<file path="src/rtl/uart_rx_port.sv">
// UART receive port: 8N1 deserialiser feeding a small byte FIFO read by the CPU.
// Each stored byte raises an int_sig pulse; overrun and frame errors are sticky until err_clr.
module uart_rx_port #(
  parameter int CLKS_PER_BIT     = 16,
  parameter int FIFO_DEPTH       = 4,
  parameter int INT_PULSE_CYCLES = 4
) (
  input  logic        clk,
  input  logic        rst,
  input  logic        rx,
  input  logic        load_uart,
  input  logic        uart_read_end,
  input  logic        err_clr,
  output logic [31:0] rd_data,
  output logic        rx_valid,
  output logic        int_sig,
  output logic        overrun,
  output logic        frame_err,
  output logic [1:0]  dbg_state_o
);

  localparam int CW = $clog2(CLKS_PER_BIT);
  localparam int AW = $clog2(FIFO_DEPTH);
  localparam int IW = $clog2(INT_PULSE_CYCLES + 1);
  localparam logic [CW-1:0] HALF_M1 = CW'(CLKS_PER_BIT / 2 - 1);
  localparam logic [CW-1:0] FULL_M1 = CW'(CLKS_PER_BIT - 1);

  typedef enum logic [1:0] {IDLE = 2'd0, START = 2'd1, DATA = 2'd2, STOP = 2'd3} state_e;

  state_e          state_q, state_d;
  logic            rx_meta_q, rx_s_q, rx_prev_q;
  logic [CW-1:0]   cnt_q, cnt_d;
  logic [2:0]      bit_q, bit_d;
  logic [7:0]      shift_q, shift_d;
  logic            push_q, push_d;
  logic [7:0]      push_byte_q, push_byte_d;
  logic            ferr_set;

  logic [7:0]      mem_q [FIFO_DEPTH];
  logic [AW-1:0]   wr_ptr_q, rd_ptr_q;
  logic [AW:0]     count_q;
  logic [IW-1:0]   int_cnt_q;
  logic            overrun_q, frame_err_q;
  logic            full, pop, push_ok;

  // The CPU read strobe carries no side effect here; the head is always presented.
  logic            load_unused;
  assign load_unused = load_uart;

  always_ff @(posedge clk) begin
    if (rst) begin
      rx_meta_q <= 1'b1;
      rx_s_q    <= 1'b1;
      rx_prev_q <= 1'b1;
    end else begin
      rx_meta_q <= rx;
      rx_s_q    <= rx_meta_q;
      rx_prev_q <= rx_s_q;
    end
  end

  always_ff @(posedge clk) begin
    if (rst) begin
      state_q     <= IDLE;
      cnt_q       <= '0;
      bit_q       <= '0;
      shift_q     <= '0;
      push_q      <= 1'b0;
      push_byte_q <= '0;
    end else begin
      state_q     <= state_d;
      cnt_q       <= cnt_d;
      bit_q       <= bit_d;
      shift_q     <= shift_d;
      push_q      <= push_d;
      push_byte_q <= push_byte_d;
    end
  end

  always_comb begin
    state_d     = state_q;
    cnt_d       = cnt_q + CW'(1);
    bit_d       = bit_q;
    shift_d     = shift_q;
    push_d      = 1'b0;
    push_byte_d = push_byte_q;
    ferr_set    = 1'b0;
    unique case (state_q)
      IDLE: begin
        cnt_d = '0;
        if (rx_prev_q && !rx_s_q) begin
          state_d = START;
          bit_d   = '0;
        end
      end
      START: begin
        // Mid-start-bit check rejects glitches shorter than half a bit.
        if (cnt_q == HALF_M1) begin
          cnt_d   = '0;
          state_d = rx_s_q ? IDLE : DATA;
        end
      end
      DATA: begin
        if (cnt_q == FULL_M1) begin
          cnt_d   = '0;
          shift_d = {rx_s_q, shift_q[7:1]};
          bit_d   = bit_q + 3'd1;
          if (bit_q == 3'd7) state_d = STOP;
        end
      end
      STOP: begin
        if (cnt_q == FULL_M1) begin
          cnt_d   = '0;
          state_d = IDLE;
          if (rx_s_q) begin
            push_d      = 1'b1;
            push_byte_d = shift_q;
          end else begin
            ferr_set = 1'b1;
          end
        end
      end
      default: state_d = IDLE;
    endcase
  end

  assign full    = (count_q == (AW+1)'(FIFO_DEPTH));
  assign pop     = uart_read_end && (count_q != '0);
  // A pop in the same cycle frees the slot a full FIFO would otherwise refuse.
  assign push_ok = push_q && (!full || pop);

  always_ff @(posedge clk) begin
    if (push_ok) mem_q[wr_ptr_q] <= push_byte_q;
  end

  always_ff @(posedge clk) begin
    if (rst) begin
      wr_ptr_q    <= '0;
      rd_ptr_q    <= '0;
      count_q     <= '0;
      int_cnt_q   <= '0;
      overrun_q   <= 1'b0;
      frame_err_q <= 1'b0;
    end else begin
      if (push_ok) wr_ptr_q <= wr_ptr_q + AW'(1);
      if (pop)     rd_ptr_q <= rd_ptr_q + AW'(1);
      if (push_ok && !pop)      count_q <= count_q + (AW+1)'(1);
      else if (!push_ok && pop) count_q <= count_q - (AW+1)'(1);
      if (push_ok)               int_cnt_q <= IW'(INT_PULSE_CYCLES);
      else if (int_cnt_q != '0)  int_cnt_q <= int_cnt_q - IW'(1);
      if (push_q && !push_ok) overrun_q <= 1'b1;
      else if (err_clr)       overrun_q <= 1'b0;
      if (ferr_set)           frame_err_q <= 1'b1;
      else if (err_clr)       frame_err_q <= 1'b0;
    end
  end

  assign rx_valid    = (count_q != '0);
  assign rd_data     = rx_valid ? {24'b0, mem_q[rd_ptr_q]} : 32'b0;
  assign int_sig     = (int_cnt_q != '0);
  assign overrun     = overrun_q;
  assign frame_err   = frame_err_q;
  assign dbg_state_o = state_q;

endmodule
</file>
<file path="config.mk">
export PLATFORM = sky130hd
export DESIGN_NAME = uart_rx_port
export DESIGN_NICKNAME = d
export VERILOG_FILES = /design/src/rtl/uart_rx_port.sv
export SDC_FILE = /design/constraint.sdc
export NUM_CORES = 1
export LEC_CHECK = 0
export CAP_MARGIN = 5
export CORE_MARGIN = 5
export CORE_UTILIZATION = 59
export CTS_BUF_LIST = sky130_fd_sc_hd__clkbuf_4 sky130_fd_sc_hd__clkbuf_8 sky130_fd_sc_hd__clkbuf_16
export DETAILED_ROUTE_END_ITERATION = 16
export HOLD_SLACK_MARGIN = 0.12
export PLACE_DENSITY_LB_ADDON = 0.12
export SYNTH_ARGS = -nofsm -noshare
export SYNTH_HDL_FRONTEND = slang
export SYNTH_SLANG_ARGS = --single-unit
</file>
<file path="constraint.sdc">
create_clock -name clk -period 5.3 [get_ports clk]
set_clock_uncertainty 0.2 [all_clocks]
set_input_delay 1.06 -clock clk [delete_from_list [all_inputs] [get_ports clk]]
set_output_delay 1.06 -clock clk [all_outputs]
set_load 0.01 [all_outputs]
</file>
* After elaboration in Yosys (flattened, before gate mapping)
Memories as Yosys holds them, arrays and structs flattened. A register that Yosys moved wholly into a read port is not among the register bits. Cells that the tools add are included.
Word-level totals: register bits 41, bits in writable memories 32, output and inout port bits 38, logic and storage cells 93, memories 1
Memories:
- mem_q | words 4, width 8, read ports 1, clocked after memory_dff 1, write ports 1, RTL line 39 | logic [7:0] mem_q [FIFO_DEPTH];
Cells by class: $add $sub $neg 7, equality and inequality tests 12, mux-type cells 29, bitwise logic cells 2, reductions and logical operators 26
Operators by type and width (count):
- $mux 3 | 6
- $mux 2 | 8
- $pmux 4 s3 | 1
- $ne 2x2->1 const B | 5
- $reduce_bool 2->1 | 5
- $mux 1 | 9
- $mux 4 | 2
- $mux 8 | 1
- $pmux 2 s4 | 1
- $add 3x1->3 const B | 2
- $eq 3x3->1 const B | 2
- $logic_and 1x1->1 | 6
- $pmux 3 s2 | 1
- $reduce_and 3->1 | 2
- $reduce_bool 3->1 | 2
- $sub 3x1->3 const B | 2
- $reduce_and 5->1 | 1
- $add 2x1->2 const B | 2
- $add 4x1->4 const B | 1
- $eq 2x2->1 const B | 2
- $eq 4x3->1 const B | 1
- $eq 4x4->1 const B | 1
- $logic_not 1->1 | 4
- $reduce_or 2->1 | 2
- 6 further kinds | 7

* Longest topological paths before layout
word-level depth 8, gate-level depth with buffers 9, mapped depth without buffers 8

* Worst setup path after synthesis
OpenSTA, ideal clock, no wires.
path kind input to register, start in uart_read_end, end reg count_q[2], library setup time 0.071 ns, arrival 2.561 ns, required time 5.029 ns, slack 2.469 ns, cell stages on the path 9, path buffers 1, path through nor4b_2 nor2b_1 buf_2 ha_1 inv_1 fa_1 xor2_1 or3_1 a21oi_1
On the way: word-level cells in the longest chain between the ends 6, elaborated cells on any way between the ends 9, classes of those cells 1 x mux; 8 x reduce/logical
RTL lines:
- start, declared | RTL line 12 | input logic uart_read_end,
- $logic_and 1x1->1 * | RTL line 128 | assign pop = uart_read_end && (count_q != '0);
- $logic_or 1x1->1 * | RTL line 130 | assign push_ok = push_q && (!full || pop);
- $logic_and 1x1->1 * | RTL line 130
- via push_ok | RTL line 44 | logic full, pop, push_ok;
- $logic_not 1->1 | RTL line 148 | else if (!push_ok && pop) count_q <= count_q - (AW+1)'(1);
- $logic_and 1x1->1 | RTL line 148
- $reduce_bool 2->1 (no line)
- end signal, assigned | RTL line 147 | if (push_ok && !pop) count_q <= count_q + (AW+1)'(1);
- end signal, assigned | RTL line 148
- end, declared | RTL line 41 | logic [AW:0] count_q;
Mark *: on every way through the listed nets, which the timed path passes. The rest lies on a longest branch. A chain may end at the register's enable or synchronous reset.

* Worst setup path after layout
start reg count_q[0], end out rd_data[3]
On the way: word-level cells in the longest chain between the ends 2
RTL lines:
- $reduce_bool 3->1 | RTL line 158 | assign rx_valid = (count_q != '0);
- $mux 8 | RTL line 159 | assign rd_data = rx_valid ? {24'b0, mem_q[rd_ptr_q]} : 32'b0;
- end, declared | RTL line 14 | output logic [31:0] rd_data,
No other way between the ends.

==> run_results.csv <==
group,metric,value,unit
run_status,outcome,"completed",
global_routing,grt-ovfl-total,0,
floorplan,dieHeight,84.9,um
synthesis,synth.avg_cell_area,12.5,um^2
power,p_per_area,419,nW/um^2
floorplan,io_pins,44,
synthesis,synthDominantAreaCellType,"sky130_fd_sc_hd__edfxtp_1",
critical_path,worst_setup_path_end_kind,"output pin",
detailed_routing,postRouteWirelength,5.09,mm
synthesis,yosys_register_bits,75,
synthesis,synth_area_in_compound_gates,4.27,%
cts,clock_insertion_delay_worst_skew,0.34,ns
detailed_routing,detail_route.wl_per_cell,14.2,um
synthesis,yosysTopAreaCellShare,29.0,%
cts,number_of_levels_the_h_tree_was_split_into,3,
global_routing,pin_count_of_the_biggest_net_entering_global_routing,33,
global_routing,grt_usage,15.6,%
detailed_routing,detail_route.vias_per_cell,5.18,
critical_path,worst_ep_arrival_time,2.44,ns
detailed_routing,initialDrtViolationCount,108,
cts,ctsRootBufferMaster,"sky130_fd_sc_hd__clkbuf_8",
detailed_routing,dr_drc_count,0,
cts,clock_tree_from_tritoncts,"built",
sta,finalCriticalPeriod,3.70,ns
critical_path,worstPathRequired,4.04,ns
layout,final_layout_size_suffix_gt1_share,15.0,%
detailed_routing,firstDrtPassIters,4,
floorplan,placement_rows,27,
layout,filler_cell_count,434,
synthesis,dominant_combinational_cell_family_by_area_after_synthesis,"simple AND/OR/NAND/NOR gates",
placed_design,placement.io_buffers,18,
run,maxCapViolCount,0,
global_routing,grt_pass1_vias,1772,
sta,unrepaired_setup_endpoints_after_global_routing,"no",
critical_path,critPathSlowestCell,"sky130_fd_sc_hd__nor3_1",
power,power_leakage,1.41,nW
floorplan,core-area,5470,um^2
cts,post_cts_resize_count,0,
cts,tritoncts.num_buffers,9,
cts,max-clock-path-buffers,2,
cts,post_cts_buffers,0,
floorplan,die-area,7210,um^2
synthesis,ys_top_cells_by_area,"sky130_fd_sc_hd__edfxtp_1 29%, sky130_fd_sc_hd__dfxtp_1 26%, sky130_fd_sc_hd__mux2i_1 5.4%",
critical_path,critical_path.max_stage_delay,1.05,ns
sta,worst_pin_slew,1.30,ns
synthesis,fraction_of_the_mapped_netlist_area_in_adder_cells,4.76,%
cts,clk_pin_slew_worst_paths,0.08,ns
synthesis,synth-async-reset-ratio,0,%
global_routing,global_route_wire_length_before_repair,8.68,mm
global_routing,number_of_antenna_violations_at_the_first_check_in_global_routing,0,
synthesis,postSynthCellCount,264,
floorplan,die_width,84.9,um
detailed_routing,count_of_vias_placed_by_the_detailed_router,1853,
synthesis,synth_warnings,0,
layout,antenna_cells,0,
detailed_routing,route.antenna.remaining_nets,0,
critical_path,start_kind,"flop",
sta,maxClockFrequency,270,MHz
sta,final-max-slew-violation-count,0,
power,power.ir.vdd_worst,223,uV
layout,final_core_util,66.0,%
synthesis,synth_flop_cell,"sky130_fd_sc_hd__dfxtp_1",
synthesis,synth-edff-count,32,
synthesis,synth_cell_type_count,44,
critical_path,worstPathMaxFanout,11,
synthesis,synth-xor-area-share,1.85,%
synthesis,synth.cell_area,3310,um^2
placed_design,hpwl,3.48,mm
synthesis,synth_simple_gate_area_share,13.3,%
sta,max-slew-margin-rel,12.9,%
placed_design,post_place_instance_area,3420,um^2
sta,fin_crit_sh,69.9,%
layout,areaGrowthSynthToFinish,9.06,%
critical_path,worst_path_cell_trace,"nor3_1 > nor2b_1 > clkdlybuf4s50_1",
sta,hold_viol,0,
layout,final_design_area_no_fill,3610,um^2
floorplan,start_util,60.5,%
cts,holdBufCountCts,0,
synthesis,muxShareOfSynthArea,11.3,%
critical_path,path_class,"reg -> out",
sta,finalSetupViolCount,0,
layout,finish.net_count,299,
placed_design,globalplace.congestion,0.748,
sta,setup-tns-final,0,ns
cts,numClockSinks,75,
worst_hold_path,hold_class,"reg -> reg",
synthesis,register_area_share_after_synthesis,55.0,%
cell usage after synthesis, types with 8 or more instances:
| library cell | count |
|---|---|
| sky130_fd_sc_hd__dfxtp_1 | 43 |
| sky130_fd_sc_hd__edfxtp_1 | 32 |
| sky130_fd_sc_hd__buf_4 | 24 |
| sky130_fd_sc_hd__mux2i_1 | 18 |
| sky130_fd_sc_hd__nor2_1 | 14 |
| sky130_fd_sc_hd__inv_1 | 13 |
| sky130_fd_sc_hd__ha_1 | 11 |
| sky130_fd_sc_hd__nand2b_1 | 10 |
| sky130_fd_sc_hd__nor2b_1 | 10 |
| sky130_fd_sc_hd__or2b_2 | 10 |
| sky130_fd_sc_hd__a21oi_1 | 8 |
| sky130_fd_sc_hd__mux4_2 | 8 |
per-layer routing:
layer / vias to the layer above / track usage, % / wire length (um)
met2: 54 / 24.3 / 2410
met3: 10 / 4.76 / 296
met4: 0 / 7.34 / 111
li1: 901 / - / -
met5: - / 0 / 0
met1: 888 / 20.1 / 2270
through the flow:
step	total power (W)	instances	setup slack [ns]	hold WS [ns]
finish	0.00151	358	1.60	0.212
floorplan	0.000925	287	2.47	0.189
CTS	0.00153	358	1.61	0.213
detailed placement	0.00111	342	1.81	0.194
global placement	0.00109	342	1.85	0.195
global route	0.00160	358	1.45	0.243
flip-flops by register name, summed over array words and instances, names as in the netlist, 2 cells and up, named ones only:
name / count
shift_q: 8
rd_ptr_q: 2
int_cnt_q: 3
push_byte_q: 8
mem_q: 32
wr_ptr_q: 2
bit_q: 3
cnt_q: 4
count_q: 3
cells by family (layout without fill, tap and decap cells):
logic type | after synthesis | after routing
flops | 75 | 75
simple gates | 70 | 70
buf+inv | 50 | 49
mux | 27 | 27
compound gates | 22 | 22
fa+ha+maj | 12 | 12
xor+xnor | 7 | 7
other cells | 1 | 24
worst max-delay path: cells and delay by family, from the launching register on:
family / cells / cell delay, ns
buf+inv: 1 / 0.53
simple gates: 2 / 1.18
flops: 1 / 0.38
cells in the final DEF (no fill, tap or decap), types with 2 or more instances in the layout:
master,synthesis,routed
sky130_fd_sc_hd__a211oi_1,2,2
sky130_fd_sc_hd__a21oi_1,8,8
sky130_fd_sc_hd__and2_1,4,4
sky130_fd_sc_hd__buf_4,24,2
sky130_fd_sc_hd__clkbuf_8,0,9
sky130_fd_sc_hd__clkdlybuf4s50_1,0,18
sky130_fd_sc_hd__clkinv_1,0,2
sky130_fd_sc_hd__conb_1,1,24
sky130_fd_sc_hd__dfxtp_1,43,43
sky130_fd_sc_hd__edfxtp_1,32,32
sky130_fd_sc_hd__ha_1,11,11
sky130_fd_sc_hd__inv_1,13,13
sky130_fd_sc_hd__mux2i_1,18,18
sky130_fd_sc_hd__mux4_2,8,8
sky130_fd_sc_hd__nand2b_1,10,10
sky130_fd_sc_hd__nand3_1,2,2
sky130_fd_sc_hd__nor2_1,14,14
sky130_fd_sc_hd__nor2b_1,10,10
sky130_fd_sc_hd__nor3_1,4,4
sky130_fd_sc_hd__nor4_1,2,2
sky130_fd_sc_hd__o21ai_0,5,5
sky130_fd_sc_hd__o32ai_1,2,2
sky130_fd_sc_hd__or2_2,3,3
sky130_fd_sc_hd__or2b_2,10,10
sky130_fd_sc_hd__or3_1,2,2
sky130_fd_sc_hd__xnor2_1,2,2
sky130_fd_sc_hd__xor2_1,5,5
final timing paths:
kind         depth (start not counted)  slack (ns)          to  startpoint
min                                  1        0.21      rx_s_q   rx_meta_q
max                                  3        1.60  rd_data[3]  count_q[0]
min reg2reg                          1        0.21      rx_s_q   rx_meta_q
max reg2reg                          9        2.89  count_q[2]  count_q[0]
layout make-up:
type,count,area (um^2),share of cell area (%)
flip-flops and latches,75,1820,50.4
clock buffers,9,124,3.43
multi-input cells,162,1270,35.0
inverters,13,48.8,1.35
well taps,72,90.1,2.49
repair buffers,20,195,5.40
clock inverters,7,67.6,1.87
power by group:
group | switching [W] | internal (W)
registers | 0.0000465 | 0.000626
clock network | 0.000208 | 0.000216
logic | 0.000191 | 0.000228
total | 0.000445 | 0.00107
Note: power is estimated with default switching activity, not from simulation.
